## src/rtl/measure_pkg.sv

```systemverilog
// Shared encodings and defaults for the cursor measurement sequencer.
package measure_pkg;

  localparam int unsigned NUM_W_DEF = 14;

  localparam logic [2:0] MEAS_NONE = 3'd0;
  localparam logic [2:0] MEAS_X    = 3'd1;
  localparam logic [2:0] MEAS_Y    = 3'd2;

  localparam logic [1:0] S_IDLE  = 2'd0;
  localparam logic [1:0] S_DIFF  = 2'd1;
  localparam logic [1:0] S_SCALE = 2'd2;
  localparam logic [1:0] S_DONE  = 2'd3;

  function automatic logic is_measure(input logic [2:0] mode);
    return (mode == MEAS_X) || (mode == MEAS_Y);
  endfunction

endpackage

```

## src/rtl/measure_refresh_timer.sv

```systemverilog
// Free-running refresh counter: counts 0..REFRESH_CYCLES-1 and flags the wrap cycle.
module measure_refresh_timer #(
  parameter int unsigned REFRESH_CYCLES = 1_000_000
) (
  input  logic clock,
  input  logic reset,
  output logic wrap
);

  localparam int unsigned CW = (REFRESH_CYCLES > 1) ? $clog2(REFRESH_CYCLES) : 1;
  localparam logic [CW-1:0] LAST = CW'(REFRESH_CYCLES - 1);

  logic [CW-1:0] count;

  assign wrap = (count == LAST);

  always_ff @(posedge clock or posedge reset) begin
    if (reset) begin
      count <= '0;
    end else if (wrap) begin
      count <= '0;
    end else begin
      count <= count + CW'(1);
    end
  end

endmodule

```

## src/rtl/measure_sequencer.sv

```systemverilog
// Handshaked cursor measurement: snapshot, |delta|, scale, saturate, publish.
// Optional auto-refresh requests are enabled with MEASURE_AUTO_REFRESH_EN.
module measure_sequencer
  import measure_pkg::*;
#(
  parameter int unsigned NUM_W          = NUM_W_DEF,
  parameter int unsigned REFRESH_CYCLES = 1_000_000
) (
  input  logic             clock,
  input  logic             reset,
  input  logic             measureReq,
  input  logic [2:0]       measurement,
  input  logic [1:0]       waveSel,
  input  logic [10:0]      cursorx1,
  input  logic [10:0]      cursorx2,
  input  logic [10:0]      cursory1,
  input  logic [10:0]      cursory2,
  input  logic [5:0]       sampleadjust1,
  input  logic [5:0]       sampleadjust2,
  input  logic [3:0]       shiftDown1,
  input  logic [3:0]       shiftDown2,
  output logic             measureBusy,
  output logic             measureValid,
  output logic [NUM_W-1:0] num,
  output logic             overflow
);

  localparam logic [25:0] MAXV = 26'((64'd1 << NUM_W) - 64'd1);

  logic [1:0]  state;
  logic [2:0]  snapMode;
  logic [10:0] snapA, snapB;
  logic [5:0]  snapAdj;
  logic [3:0]  snapShift;
  logic [10:0] delta;
  logic [25:0] prod;

  logic        autoReq;
  logic        req;
  logic [10:0] selA, selB;
  logic [5:0]  selAdj;
  logic [3:0]  selShift;
  logic [16:0] xprod;

`ifdef MEASURE_AUTO_REFRESH_EN
  measure_refresh_timer #(
    .REFRESH_CYCLES(REFRESH_CYCLES)
  ) u_refresh (
    .clock(clock),
    .reset(reset),
    .wrap (autoReq)
  );
`else
  // REFRESH_CYCLES is kept only so both builds share one parameter list.
  assign autoReq = 1'b0 & (REFRESH_CYCLES == 0);
`endif

  assign req         = measureReq | autoReq;
  assign measureBusy = (state != S_IDLE);
  assign xprod       = 17'(delta) * 17'(snapAdj);

  always_comb begin
    selA     = cursorx1;
    selB     = cursorx2;
    selAdj   = sampleadjust1;
    selShift = shiftDown1;
    if (measurement == MEAS_Y) begin
      selA = cursory1;
      selB = cursory2;
    end
    if (waveSel == 2'd1) begin
      selAdj   = sampleadjust2;
      selShift = shiftDown2;
    end
  end

  always_ff @(posedge clock or posedge reset) begin
    if (reset) begin
      state        <= S_IDLE;
      snapMode     <= MEAS_NONE;
      snapA        <= '0;
      snapB        <= '0;
      snapAdj      <= '0;
      snapShift    <= '0;
      delta        <= '0;
      prod         <= '0;
      num          <= '0;
      overflow     <= 1'b0;
      measureValid <= 1'b0;
    end else begin
      measureValid <= 1'b0;
      case (state)
        S_IDLE: begin
          if (req) begin
            if (is_measure(measurement)) begin
              snapMode  <= measurement;
              snapA     <= selA;
              snapB     <= selB;
              snapAdj   <= selAdj;
              snapShift <= selShift;
              state     <= S_DIFF;
            end else begin
              num          <= '0;
              overflow     <= 1'b0;
              measureValid <= 1'b1;
            end
          end
        end
        S_DIFF: begin
          delta <= (snapA >= snapB) ? (snapA - snapB) : (snapB - snapA);
          state <= S_SCALE;
        end
        S_SCALE: begin
          if (snapMode == MEAS_X) begin
            prod <= 26'(xprod >> snapShift);
          end else begin
            prod <= 26'(delta) << snapShift;
          end
          state <= S_DONE;
        end
        default: begin
          if (prod > MAXV) begin
            num      <= NUM_W'(MAXV);
            overflow <= 1'b1;
          end else begin
            num      <= NUM_W'(prod);
            overflow <= 1'b0;
          end
          measureValid <= 1'b1;
          state        <= S_IDLE;
        end
      endcase
    end
  end

endmodule

```

## config.mk

```make
export PLATFORM = sky130hd
export DESIGN_NAME = measure_sequencer
export DESIGN_NICKNAME = d
export VERILOG_FILES = /design/src/rtl/measure_pkg.sv /design/src/rtl/measure_refresh_timer.sv /design/src/rtl/measure_sequencer.sv
export SDC_FILE = /design/constraint.sdc
export NUM_CORES = 1
export LEC_CHECK = 0
export CELL_PAD_IN_SITES_DETAIL_PLACEMENT = 1
export CELL_PAD_IN_SITES_GLOBAL_PLACEMENT = 1
export CORE_MARGIN = 5
export CORE_UTILIZATION = 44
export DETAILED_ROUTE_END_ITERATION = 6
export PLACE_DENSITY = 0.84
export SKIP_LAST_GASP = 1
export SLEW_MARGIN = 40
export SYNTH_ARGS = -nofsm -noshare
export SYNTH_HDL_FRONTEND = slang
export SYNTH_SLANG_ARGS = --single-unit
```

## constraint.sdc

```tcl
create_clock -name clock -period 6.15 [get_ports clock]
set_clock_uncertainty 0.2 [all_clocks]
set_input_delay 0.9225 -clock clock [delete_from_list [all_inputs] [get_ports clock]]
set_output_delay 0.9225 -clock clock [all_outputs]
set_load 0.1 [all_outputs]
```

==> After elaboration in Yosys (flattened, before gate mapping) <==
Index checks and enable logic that the tools add are counted.
{ "word_totals": {"reg_bits": 90, "latchBits": 0, "ram_bits": 0, "mem_bits_ro": 0, "inputBits": 72, "out_inout_bits": 17, "word_cells": 55, "n_memories": 0} }
{ "op_classes": {"addsub": 2, "multipliers": 1, "n_div": 0, "n_lt_le_gt_ge": 2, "n_eq_ne": 9, "n_shift": 2, "mux": 20, "bitwise_logic": 1, "n_reduce_logical": 7} }
{ "ops": {"columns": ["operator", "count"], "rows": [
  ["two-way mux 14 bit", 3],
  ["two-way mux 11 bit", 3],
  ["case mux 14 bit (2 select lines)", 1],
  ["greater-than comparator 26 x 14 -> 1 bit (second input constant)", 1],
  ["two-way mux 26 bit", 1],
  ["<< shifter 11 x 4 -> 26 bit", 1],
  ["right shift 17 x 4 -> 26 bit", 1],
  ["subtractor 11 bit", 2],
  ["multiplier 11 x 6 -> 17 bit", 1],
  [">= comparator 11 bit", 1],
  ["equality test 3 x 1 -> 1 bit (second input constant)", 2],
  ["two-way mux 6 bit", 1],
  ["!= test 2 bit (second input constant)", 3],
  ["case mux 2 bit (3 select lines)", 1],
  ["AND reduction 3 bit", 2],
  ["two-way mux 1 bit", 5],
  ["equality test 2 x 1 -> 1 bit (second input constant)", 2],
  ["two-way mux 2 bit", 2],
  ["two-way mux 4 bit", 1],
  ["case mux 1 bit (2 select lines)", 2],
  ["equality test 3 x 2 -> 1 bit (second input constant)", 1],
  ["equality test 2 bit (second input constant)", 1],
  ["logical NOT 2 bit", 1],
  ["AND reduction 2 bit", 1],
  ["4 further kinds", 4]
]} }

==> Depth between registers and ports, before layout <==
{ "depth": {"depth_word": 5, "ltp_mapped": 18, "ltp_nobuf": 16} }

==> Worst setup path before layout <==
No wires, ideal clock.
{ "synth_path": {"path_kind": "register to register", "start": "register snapAdj[5]", "end": "register prod[15]", "setup_ns": 0.125, "t_arrival_ns": 4.419, "required_time_ns": 5.825, "setup_slack_ns": 1.407, "path_stages_with_launch": 17, "path_buffers": 1, "synth_period_minus_slack_ns": 4.743, "cell_sequence": "dfrtp_1 > clkbuf_1 > and2_1 > fa_1 > fa_1 > inv_1 > fa_1 > inv_1 > ha_1 > a21oi_2 > o211ai_1 > a2111oi_0 > nor3_1 > xnor2_1 > mux2i_1 > a32o_1 > mux2_2"} }
{ "synth_between": {"elab_chain_cells": 3} }
{ "synth_rtl": {"columns": ["item", "line_no", "rtl"], "rows": [
  ["start, declared", "measure_sequencer.sv:33", "logic [5:0] snapAdj;"],
  ["start signal, assigned", "measure_sequencer.sv:99", "snapAdj <= selAdj;"],
  ["multiplier 11 x 6 -> 17 bit", "measure_sequencer.sv:60", "assign xprod = 17'(delta) * 17'(snapAdj);"],
  ["right shift 17 x 4 -> 26 bit", "measure_sequencer.sv:115", "prod <= 26'(xprod >> snapShift);"],
  ["two-way mux 26 bit", "measure_sequencer.sv:114", "if (snapMode == MEAS_X) begin"],
  ["end signal, assigned", "measure_sequencer.sv:115", null],
  ["end signal, assigned", "measure_sequencer.sv:117", "prod <= 26'(delta) << snapShift;"],
  ["end, declared", "measure_sequencer.sv:36", "logic [25:0] prod;"]
]} }
No other way between the ends.
A chain may end at the register's enable or synchronous reset.

==> Final worst setup path <==
{ "layout_path": {"start": "register snapAdj[2]", "end": "register prod[9]"} }
Same word-level chain as after synthesis.

==> impl_metrics.yaml <==
status:
  run_status: "complete, no violations"
clock_network:
  tritoncts_num_sinks: 90
  htree_levels: 3
  cts.path.max_buffers: 2
  tritoncts_clock_tree: "built"
  clock_insertion_delay_worst_skew_ns: 0.36
  clkSlewWorstSetupHoldPaths_ns: 0.07
  cts_resized: 0
  buffer_type_at_the_clock_tree_root: "sky130_fd_sc_hd__clkbuf_16"
  hold_buf_cts: 0
  cts_inserted_buffers: 9
  post_cts.repair.setup_buffers: 0
synth:
  synth_nets: 1120
  synthAdderAreaFrac_pct: 16.9
  syn_area_per_cell_um2: 8.60
  synth-warning-count: 0
  synthMostInstantiatedCell: "sky130_fd_sc_hd__inv_1"
  ys_types: 79
  largest_family_of_logic_cells_by_synthesized_area: "compound AO/OA/AOI/OAI gates"
  synth_compound_gate_area_share_pct: 18.9
  post_synth_main_area_contributors: "sky130_fd_sc_hd__dfrtp_1, sky130_fd_sc_hd__fa_1, sky130_fd_sc_hd__ha_1"
  synth.yosys.seq_area_share_pct: 27.3
  synth-main-ff-cell: "sky130_fd_sc_hd__dfrtp_1"
  yosysTopAreaCellShare_pct: 27.3
  postSynth.asyncResetShare_pct: 100
  synth_simple_gate_area_share_pct: 18.0
  synthMuxAreaShare_pct: 9.71
  syn-cell-area_um2: 8260
  synthesis.instances: 960
  number_of_enable_type_register_cells_in_the_synthesized_netlist: 0
  synth_xor_area_share_pct: 1.91
  synth.largest_area_cell: "sky130_fd_sc_hd__dfrtp_1"
  netlist_top_cells_count: "sky130_fd_sc_hd__inv_1, sky130_fd_sc_hd__dfrtp_1, sky130_fd_sc_hd__nor2_1, sky130_fd_sc_hd__a21oi_1"
  postSynthRegisterBits: 90
place:
  placement.cell_area_um2: 9210
  post-place-cells: 1232
  hpwl_um: 18600
  finalWeightedCongestion: 0.906
  io_buffers: 88
floorplan:
  num_io_pins: 89
  core-area_um2: 18600
  die-width_um: 147
  fp.dieArea_um2: 21600
  initial_utilization_pct: 44.5
  fp-row-count: 50
  die-height_um: 147
drt:
  wire_per_inst_um: 19.3
  firstDrtPassIters: 7
  ant_nets: 0
  dr.first_iter.drc_count: 386
  post-route-drc-count: 0
  final_wirelength_um: 24000
  drt-vias-per-instance: 5.79
  via_count: 7228
global_routing:
  grt_start_max_net_pins: 63
  antenna_found_initial: 0
  grt_use_total_pct: 22.5
  globalRouteOverflowTotal: 0
  grt_pass1_wl_um: 40000
  first_global_vias: 7786
final_layout:
  final_design_area_no_fill_um2: 9520
  layout-drive-gt1-share_pct: 7.40
  finish.net_count: 1169
  finish.cell_count_without_fillers: 1248
  synthToLayoutAreaGrowth_pct: 15.3
  diodes_inserted: 0
sta:
  endpoints_failing_setup: 0
  setup_repair_after_global_routing_missed_its_margin: "false"
  final.setup.tns_ns: 0
  timing_worst_slew_pin_value_ns: 0.818
  max_clock_freq_mhz: 190
  slew_violations: 0
  maxSlewHeadroom_pct: 45.4
  post-route-period-util_pct: 85.6
  post-route-min-period_ns: 5.26
  timing_hold_violations_final: 0
worst_setup_path:
  endpoint_kind: "flip-flop"
  worstSetupPathType: "reg -> reg"
  cp_data_required_time_ns: 6.16
  timing.critical_path.fanout_max: 12
  cp-start-kind: "flip-flop"
  worst_ep_arrival_time_ns: 5.27
worst_hold_path:
  holdCritPathClass: "reg -> reg"
job:
  drv_cap: 0
## sequential cells by signal, summed over array words and instances, names as in the netlist
name	flops
delta	11
state	2
snapMode	3
snapAdj	6
num	14
snapB	11
overflow	1
prod	26
snapA	11
snapShift	4
measureValid	1
## through the flow
stage	worst slack, ns	hold slack [ns]	util [%]
6_report	0.888	0.296	51.2
3_5_place_dp	0.993	0.278	49.6
3_3_place_gp	1.15	0.263	49.9
5_1_grt	0.632	0.302	51.2
2_1_floorplan	1.41	0.255	-
4_1_cts	0.959	0.296	51.2
## cells by family after synthesis
kind of cell / after synthesis
AO/OA/AOI/OAI: 233
buffers and inverters: 156
XOR/XNOR: 18
flip-flops: 90
AND/OR/NAND/NOR: 299
multiplexers: 76
adder cells (fa/ha/maj): 88
## final cells by class
class,instances,area (um^2)
clock buffer,10,229
multi-input combinational,714,5440
tap,234,293
fill,2190,9060
clock inverter,6,75.1
timing repair buffer,96,860
inverter,98,369
sequential,90,2250
## placed cells by master, fill, tap and decap left out, types with 7 or more instances in the layout
master / Yosys / layout
sky130_fd_sc_hd__a211oi_1: 7 / 7
sky130_fd_sc_hd__dfrtp_1: 90 / 89
sky130_fd_sc_hd__a21oi_1: 70 / 70
sky130_fd_sc_hd__xnor2_1: 13 / 13
sky130_fd_sc_hd__a31oi_1: 14 / 14
sky130_fd_sc_hd__ha_1: 49 / 49
sky130_fd_sc_hd__a21o_1: 8 / 8
sky130_fd_sc_hd__inv_1: 96 / 95
sky130_fd_sc_hd__mux2i_1: 61 / 61
sky130_fd_sc_hd__buf_4: 0 / 7
sky130_fd_sc_hd__o22ai_1: 9 / 9
sky130_fd_sc_hd__o211ai_1: 9 / 9
sky130_fd_sc_hd__nor2_1: 87 / 86
sky130_fd_sc_hd__o21ai_0: 40 / 40
sky130_fd_sc_hd__nand2_1: 61 / 61
sky130_fd_sc_hd__nand3_1: 14 / 14
sky130_fd_sc_hd__buf_2: 2 / 17
sky130_fd_sc_hd__nor3_1: 21 / 20
sky130_fd_sc_hd__clkbuf_16: 0 / 9
sky130_fd_sc_hd__nor2b_1: 9 / 9
sky130_fd_sc_hd__mux2_2: 12 / 12
sky130_fd_sc_hd__fa_1: 39 / 39
sky130_fd_sc_hd__clkdlybuf4s50_1: 0 / 71
sky130_fd_sc_hd__a221o_1: 16 / 16
sky130_fd_sc_hd__and2_1: 59 / 59
sky130_fd_sc_hd__nand2b_1: 11 / 11
## metal layers
layer  share of wire [%]  global-route usage (%)  vias up
li1                    -                       -     3440
met1                  43                    28.2     3581
met2                  51                    41.0      168
met3                 3.7                    2.81       39
met4                 2.0                    5.82        0
met5                   0                       0        -
## critical path: stages (launching register included)
cell	delay, ns
sky130_fd_sc_hd__dfrtp_1	0.53
sky130_fd_sc_hd__and2_1	0.27
sky130_fd_sc_hd__fa_1	0.53
sky130_fd_sc_hd__inv_1	0.05
sky130_fd_sc_hd__fa_1	0.47
sky130_fd_sc_hd__fa_1	0.55
sky130_fd_sc_hd__inv_1	0.04
sky130_fd_sc_hd__ha_1	0.34
sky130_fd_sc_hd__a21oi_1	0.35
sky130_fd_sc_hd__a211o_1	0.22
sky130_fd_sc_hd__nand2_1	0.10
sky130_fd_sc_hd__or3_1	0.33
sky130_fd_sc_hd__a311oi_1	0.43
sky130_fd_sc_hd__mux2_2	0.26
sky130_fd_sc_hd__a2bb2oi_1	0.26
sky130_fd_sc_hd__o221ai_1	0.17
## worst paths after layout
kind	startpoint	to	slack [ns]	cells after the start
setup reg to reg	snapAdj[2]	prod[9]	0.89	15
max in group asynchronous	reset	snapShift[3]	4.08	3
hold / removal	overflow	overflow	0.30	1
setup / recovery	snapAdj[2]	prod[9]	0.89	15
min in group asynchronous	reset	snapA[10]	0.71	2
hold reg to reg	overflow	overflow	0.30	1
Power is not shown: default switching activity piles up to over one toggle a cycle in this logic, so the estimate is an artifact.
